File: config.mk
export PLATFORM = sky130hd
export DESIGN_NAME = pll_reset_sequencer_flat
export DESIGN_NICKNAME = d
export VERILOG_FILES = /design/src/rtl/pll_reset_sequencer_pkg.sv /design/src/rtl/pll_reset_sequencer_if.sv /design/src/rtl/pll_reset_sequencer_sync_2ff.sv /design/src/rtl/pll_reset_sequencer.sv /design/src/flat_wrapper.sv
export SDC_FILE = /design/constraint.sdc
export NUM_CORES = 1
export LEC_CHECK = 0
export ABC_AREA = 1
export CORE_UTILIZATION = 40
export CTS_CLUSTER_SIZE = 10
export DETAILED_ROUTE_END_ITERATION = 16
export PLACE_DENSITY = 0.72
export REMOVE_ABC_BUFFERS = 1
export SYNTH_ARGS = -nofsm -noshare
export SYNTH_HDL_FRONTEND = slang
export SYNTH_SLANG_ARGS = --single-unit
export TNS_END_PERCENT = 20
File: constraint.sdc
create_clock -name clk -period 1.45 [get_ports clk]
set_clock_uncertainty 0.05 [all_clocks]
set_input_delay 0.3625 -clock clk [delete_from_list [all_inputs] [get_ports clk]]
set_output_delay 0.3625 -clock clk [all_outputs]
set_load 0.02 [all_outputs]
File: src/rtl/pll_reset_sequencer_pkg.sv
// Shared definitions for the PLL lock / J1 core reset sequencer.
// State encodings double as the seqState debug/LED value.
package pll_reset_sequencer_pkg;

    localparam int SEQ_STATE_W = 2;

    typedef enum logic [SEQ_STATE_W-1:0] {
        ST_WAIT_LOCK = 2'd0,
        ST_STABLE    = 2'd1,
        ST_HOLD      = 2'd2,
        ST_RUN       = 2'd3
    } seq_state_e;

endpackage

File: src/rtl/pll_reset_sequencer_if.sv
// Signal bundle between the PLL/board side (master) and the reset sequencer (slave).
interface pll_reset_sequencer_if
    import pll_reset_sequencer_pkg::*;
#(
    parameter int LOSS_WIDTH = 8
) ();

    logic                   isLocked;
    logic                   extResetN;
    logic                   coreReset;
    logic                   coreReady;
    logic [LOSS_WIDTH-1:0]  lockLossCount;
    logic [SEQ_STATE_W-1:0] seqState;

    modport master (
        output isLocked, extResetN,
        input  coreReset, coreReady, lockLossCount, seqState
    );

    modport slave (
        input  isLocked, extResetN,
        output coreReset, coreReady, lockLossCount, seqState
    );

endinterface

File: src/rtl/pll_reset_sequencer_sync_2ff.sv
// Two-flop synchroniser for a single asynchronous level; clears to 0 on reset.
module sync_2ff (
    input  logic clk,
    input  logic resetN,
    input  logic i_d,
    output logic o_q
);

    logic r_meta;
    logic r_sync;

    // NOTE: sequential state uses non-blocking assignments so every flop samples pre-edge values.
    always_ff @(posedge clk or negedge resetN) begin
        if (!resetN) begin
            r_meta <= 1'b0;
            r_sync <= 1'b0;
        end else begin
            r_meta <= i_d;
            r_sync <= r_meta;
        end
    end

    assign o_q = r_sync;

endmodule

File: src/rtl/pll_reset_sequencer.sv
// Waits for a stable PLL lock, holds the J1 core in reset for a fixed time, then releases it;
// any lock loss or button press restarts the sequence immediately.
module pll_reset_sequencer
    import pll_reset_sequencer_pkg::*;
#(
    parameter int LOCK_CYCLES = 1024,
    parameter int HOLD_CYCLES = 16,
    parameter int CNT_WIDTH   = 16,
    parameter int LOSS_WIDTH  = 8
) (
    input  logic                        clk,
    input  logic                        resetN,
    pll_reset_sequencer_if.slave        bus
);

    localparam logic [CNT_WIDTH-1:0]  LOCK_LAST = CNT_WIDTH'(LOCK_CYCLES - 1);
    localparam logic [CNT_WIDTH-1:0]  HOLD_LAST = CNT_WIDTH'(HOLD_CYCLES - 1);
    localparam logic [LOSS_WIDTH-1:0] LOSS_MAX  = '1;

    logic                  w_lock_s;
    logic                  w_ext_s;
    logic                  w_lock_ok;
    seq_state_e            w_next_state;
    logic [CNT_WIDTH-1:0]  w_next_cnt;

    seq_state_e            r_state;
    logic [CNT_WIDTH-1:0]  r_cnt;
    logic                  r_core_reset;
    logic                  r_core_ready;
    logic [LOSS_WIDTH-1:0] r_loss_cnt;

    sync_2ff u_sync_lock (.clk(clk), .resetN(resetN), .i_d(bus.isLocked),  .o_q(w_lock_s));
    sync_2ff u_sync_ext  (.clk(clk), .resetN(resetN), .i_d(bus.extResetN), .o_q(w_ext_s));

    assign w_lock_ok = w_lock_s & w_ext_s;

    // NOTE: defaults first so every path assigns every output and no latch is inferred.
    always_comb begin
        w_next_state = r_state;
        w_next_cnt   = r_cnt;
        if (!w_lock_ok) begin
            // Losing lock or the button wins over any terminal count.
            w_next_state = ST_WAIT_LOCK;
            w_next_cnt   = '0;
        end else begin
            unique case (r_state)
                ST_WAIT_LOCK: begin
                    w_next_state = ST_STABLE;
                    w_next_cnt   = '0;
                end
                ST_STABLE: begin
                    if (r_cnt == LOCK_LAST) begin
                        w_next_state = ST_HOLD;
                        w_next_cnt   = '0;
                    end else begin
                        w_next_cnt = r_cnt + 1'b1;
                    end
                end
                ST_HOLD: begin
                    if (r_cnt == HOLD_LAST) begin
                        w_next_state = ST_RUN;
                        w_next_cnt   = '0;
                    end else begin
                        w_next_cnt = r_cnt + 1'b1;
                    end
                end
                ST_RUN: w_next_cnt = '0;
                default: begin
                    w_next_state = ST_WAIT_LOCK;
                    w_next_cnt   = '0;
                end
            endcase
        end
    end

    // Outputs are registered from the next state so they change on the same edge as the state.
    always_ff @(posedge clk or negedge resetN) begin
        if (!resetN) begin
            r_state      <= ST_WAIT_LOCK;
            r_cnt        <= '0;
            r_core_reset <= 1'b1;
            r_core_ready <= 1'b0;
            r_loss_cnt   <= '0;
        end else begin
            r_state      <= w_next_state;
            r_cnt        <= w_next_cnt;
            r_core_reset <= (w_next_state != ST_RUN);
            r_core_ready <= (w_next_state == ST_RUN);
            // Only a PLL drop out of RUN counts; button exits are ignored.
            if (r_state == ST_RUN && !w_lock_s && r_loss_cnt != LOSS_MAX) begin
                r_loss_cnt <= r_loss_cnt + 1'b1;
            end
        end
    end

    assign bus.coreReset     = r_core_reset;
    assign bus.coreReady     = r_core_ready;
    assign bus.lockLossCount = r_loss_cnt;
    assign bus.seqState      = r_state;

endmodule
File: src/flat_wrapper.sv
// flat-port wrapper written by rule: the top's interface ports become plain ports
module pll_reset_sequencer_flat import pll_reset_sequencer_pkg::*;
#(
    parameter int LOCK_CYCLES = 1024,
    parameter int HOLD_CYCLES = 16,
    parameter int CNT_WIDTH   = 16,
    parameter int LOSS_WIDTH  = 8
)
  (clk, resetN, bus_isLocked, bus_extResetN, bus_coreReset, bus_coreReady, bus_lockLossCount, bus_seqState);
  pll_reset_sequencer_if #(.LOSS_WIDTH(LOSS_WIDTH)) bus_i ();
  input  logic clk;
  input  logic resetN;
  input wire logic [$bits(bus_i.isLocked)-1:0] bus_isLocked;
  input wire logic [$bits(bus_i.extResetN)-1:0] bus_extResetN;
  output wire logic [$bits(bus_i.coreReset)-1:0] bus_coreReset;
  output wire logic [$bits(bus_i.coreReady)-1:0] bus_coreReady;
  output wire logic [$bits(bus_i.lockLossCount)-1:0] bus_lockLossCount;
  output wire logic [$bits(bus_i.seqState)-1:0] bus_seqState;
  assign bus_i.isLocked = bus_isLocked;
  assign bus_i.extResetN = bus_extResetN;
  assign bus_coreReset = bus_i.coreReset;
  assign bus_coreReady = bus_i.coreReady;
  assign bus_lockLossCount = bus_i.lockLossCount;
  assign bus_seqState = bus_i.seqState;
  pll_reset_sequencer #(.LOCK_CYCLES(LOCK_CYCLES), .HOLD_CYCLES(HOLD_CYCLES), .CNT_WIDTH(CNT_WIDTH), .LOSS_WIDTH(LOSS_WIDTH)) u_core (.clk(clk), .resetN(resetN), .bus(bus_i));
endmodule
==> summary.txt <==
Hold-fix buffers, CTS: 0
Crit Path Class: reg2reg
LEAKAGE: 1.030 nW
Placed cells: 268
Final period util: 102.2%
Largest net degree at the start of global routing: 21
Required @ worst endpoint: 1610 ps
PortBufs: 15
Status: complete, but fails checks
Hold Path Stages: 0
Reg-to-reg slack, setup: -30 ps
Pre-antenna DRT Iters: 4
PD cells: 876.9 mW/mm²
Row Count: 22
Skew-Pair Late Insertion Delay: 290 ps
Area share of the largest cell type after synthesis: 48.44%
Synth Instances: 186
GPL Wtd Cong: 0.8437
Clk pwr share: 49.3%
Hold Slack: 300.4 ps
DRC: 0
Reg-to-reg startpoint: u_core.bus.lockLossCount[1]
Post-route cell area: 0.002156 mm²
CP max stage cell: dfrtp_1
Crit start category: flop
Area of the multi-input gates: 789.5 µm²
Switching Share: 19.28%
Number of routed nets with antenna violations: 0
Top_reg_cell synth: dfrtp_1
Hold path endpoint: u_core.u_sync_ext.o_q
Worst-path cell chain: ha_2 -> nand2_4 -> nor3_4 -> nand3_2 -> nand2_4 -> buf_12 -> xor2_1
Violated checks: negative setup slack
Die area: 0.004261 mm²
Global route total overflow: 0
Yosys warnings: 0
Seq pwr share: 47.8%
Pint: 0.001526 W
Fin nets: 236
Clock sink count: 32
NetSw: 0.0003645 W
Comb pwr share: 2.9%
Initial Utilization: 42.78%
#FFs+latches synth: 32
Most common cell after layout, fill and taps aside: nand2_1
Fillcell total: 345
Reg clk slew, reported paths: 60 ps
Netlist cell types: 24
Cell taking the most area after synthesis: dfrtp_1
Vias in the first global route: 1284
CP peak stage delay: 400 ps
# H-tree levels: 2
Fraction of registers with async set/reset: 100.0%
Critical path capture point type: flop
TritonCTS buffer count: 5
Initial antenna violation count: 0
Post-Layout Cell Count: 279
Crit path time final: 1482 ps
Final total power: 0.001890 W
Routed WL: 3131 µm
Final Slew Violations: 0
Area contributors post-synth: dfrtp_1 (48%), nand2_1 (12%), xor2_1 (7.1%)
Final setup vio count: 1
Maximum vdd ir drop: 0.5187 mV
Reg area: 805.8 µm²
Drt initial violations: 49
Mean Syn Cell Area: 8.610 µm²
Most frequent CP cell: nand2_4
RSZ-0062 raised after global routing: true
F_max: 674.6 MHz
Total track usage: 17.48%
Die Wd: 65.28 µm
Worst setup margin: -32.40 ps
Final hold violations: 0
Number of flops mapped to enable cells by yosys: 0
First-pass GRT wire length: 5575 µm
Final HPWL DP: 2242 µm
Placement Setup Slack: -91.81 ps
Hold path start: u_core.u_sync_ext.r_meta
Max cap viols: 0
IO Pins: 16
Layout cells sized above 1: 30.74%
Maximum fanout along the worst path: 7
WP data arrival: 1640 ps
Die Y: 65.28 µm
CTS tree: done
Routed len/inst: 11.22 µm
Layout area overhead: 34.61%
Via density: 4.717
Area of placed instances: 0.001954 mm²
R2R depth: 7
Worst min path class: reg2reg
Root Buffer: clkbuf_8
R2r endpoint: u_core.bus.lockLossCount[0]
Mapped Area: 0.001602 mm²
Sequential fraction of the synthesis area: 50.08%
Core area: 0.003744 mm²
Vias: 1316
Bufs on Longest Clock Path: 2
Tightest Pin Transition: 273.1 ps
Most frequent cells in the layout: nand2_1 (48), dfrtp_1 (28), nor2_1 (22), buf_4 (22), inv_1 (16)
Rel. slew slack: 81.73%
Ant diodes: 0
==> cell families after synthesis <==
logic type | Yosys count | share of synthesized area (%)
AO/OA/AOI/OAI | 4 | 1.406
buffers and inverters | 18 | 5.234
XOR/XNOR | 17 | 9.297
adder cells (fa/ha/maj) | 2 | 1.562
flip-flops | 32 | 50.08
AND/OR/NAND/NOR | 113 | 32.42
==> Yosys cell counts (2+ instances only) <==
cell / count
inv_1: 17
nand4_1: 2
ha_1: 2
nand3_1: 9
nor2_1: 25
xor2_1: 13
xnor2_1: 4
nor2_2: 11
dfrtp_1: 31
nand3_2: 2
nand2_2: 3
nor3_1: 5
nand2_1: 51
==> layout make-up <==
| class | count | share of cell area [%] |
|---|---|---|
| Timing Repair Buffer | 38 | 14.39 |
| Clock buffer | 7 | 4.469 |
| Multi-Input combinational cell | 136 | 36.62 |
| Sequential cell | 32 | 37.38 |
| Clock inverter | 1 | 1.393 |
| Inverter | 17 | 2.960 |
| Tap cell | 48 | 2.786 |
==> metal layers <==
metal  global-route usage, %  part of all wire [%]  wire (µm)
met2                   28.09                    50       1574
met4                   6.793                  0.93         29
met5                       0                     0          0
met3                   5.382                   3.5        110
met1                   21.82                    45       1416
==> stage by stage <==
stage | TNS, ps | util, %
2_1_floorplan | -546.6 | -
3_3_place_gp | -73.33 | 52.21
3_5_place_dp | -634.6 | 52.21
4_1_cts | -173.3 | 55.62
5_1_grt | -549.0 | 57.59
6_report | -32.40 | 57.59
==> how the worst max path moves through the flow <==
stage	from	endpoint	slack, ps	cells past startpoint
after floorplan	u_core.bus.lockLossCount[1]	u_core.bus.lockLossCount[4]	-110	8
after global placement	u_core.bus.coreReset	bus_coreReset	-40	1
after detailed placement	u_core.bus.lockLossCount[1]	u_core.bus.lockLossCount[5]	-90	8
after CTS	u_core.bus.lockLossCount[1]	u_core.bus.lockLossCount[4]	-40	8
after global routing	u_core.bus.lockLossCount[1]	u_core.bus.lockLossCount[0]	-110	7
final	u_core.bus.lockLossCount[1]	u_core.bus.lockLossCount[0]	-30	7
==> critical path: cells and delay by family (launching register included) <==
family	cells	cell delay, ps
xor gates and xnor gates	1	140
buffers and inverters	1	120
and+or+nand+nor	4	450
adders and majority gates	1	230
DFF	1	400
==> timing repair <==
action | 4_1_cts | 5_1_grt
setup buffers | 0 | 3
endpoints found under the setup margin | 26 | 29
pin swaps | 0 | 10
gates resized for setup | 22 | 26
==> registers in the layout, indices dropped and copies added (netlist names) <==
signal and count:
u_core.u_sync_ext.o_q 1, u_core.bus.seqState 2, u_core.bus.lockLossCount 8, u_core.u_sync_lock.r_meta 1, u_core.u_sync_lock.o_q 1, u_core.u_sync_ext.r_meta 1, u_core.bus.coreReady 1, u_core.r_cnt 16
u_core.bus.coreReset 1
==> power groups by stage <==
stage	clock network [W]	registers, W	logic (W)
2_1_floorplan	0	0.000922	0.0000125
3_3_place_gp	0	0.000920	0.0000531
3_5_place_dp	0	0.000920	0.0000536
4_1_cts	0.000954	0.000904	0.0000555
5_1_grt	0.00100	0.000904	0.0000618
6_report	0.000932	0.000904	0.0000543
(Power assumes the default switching activity.)
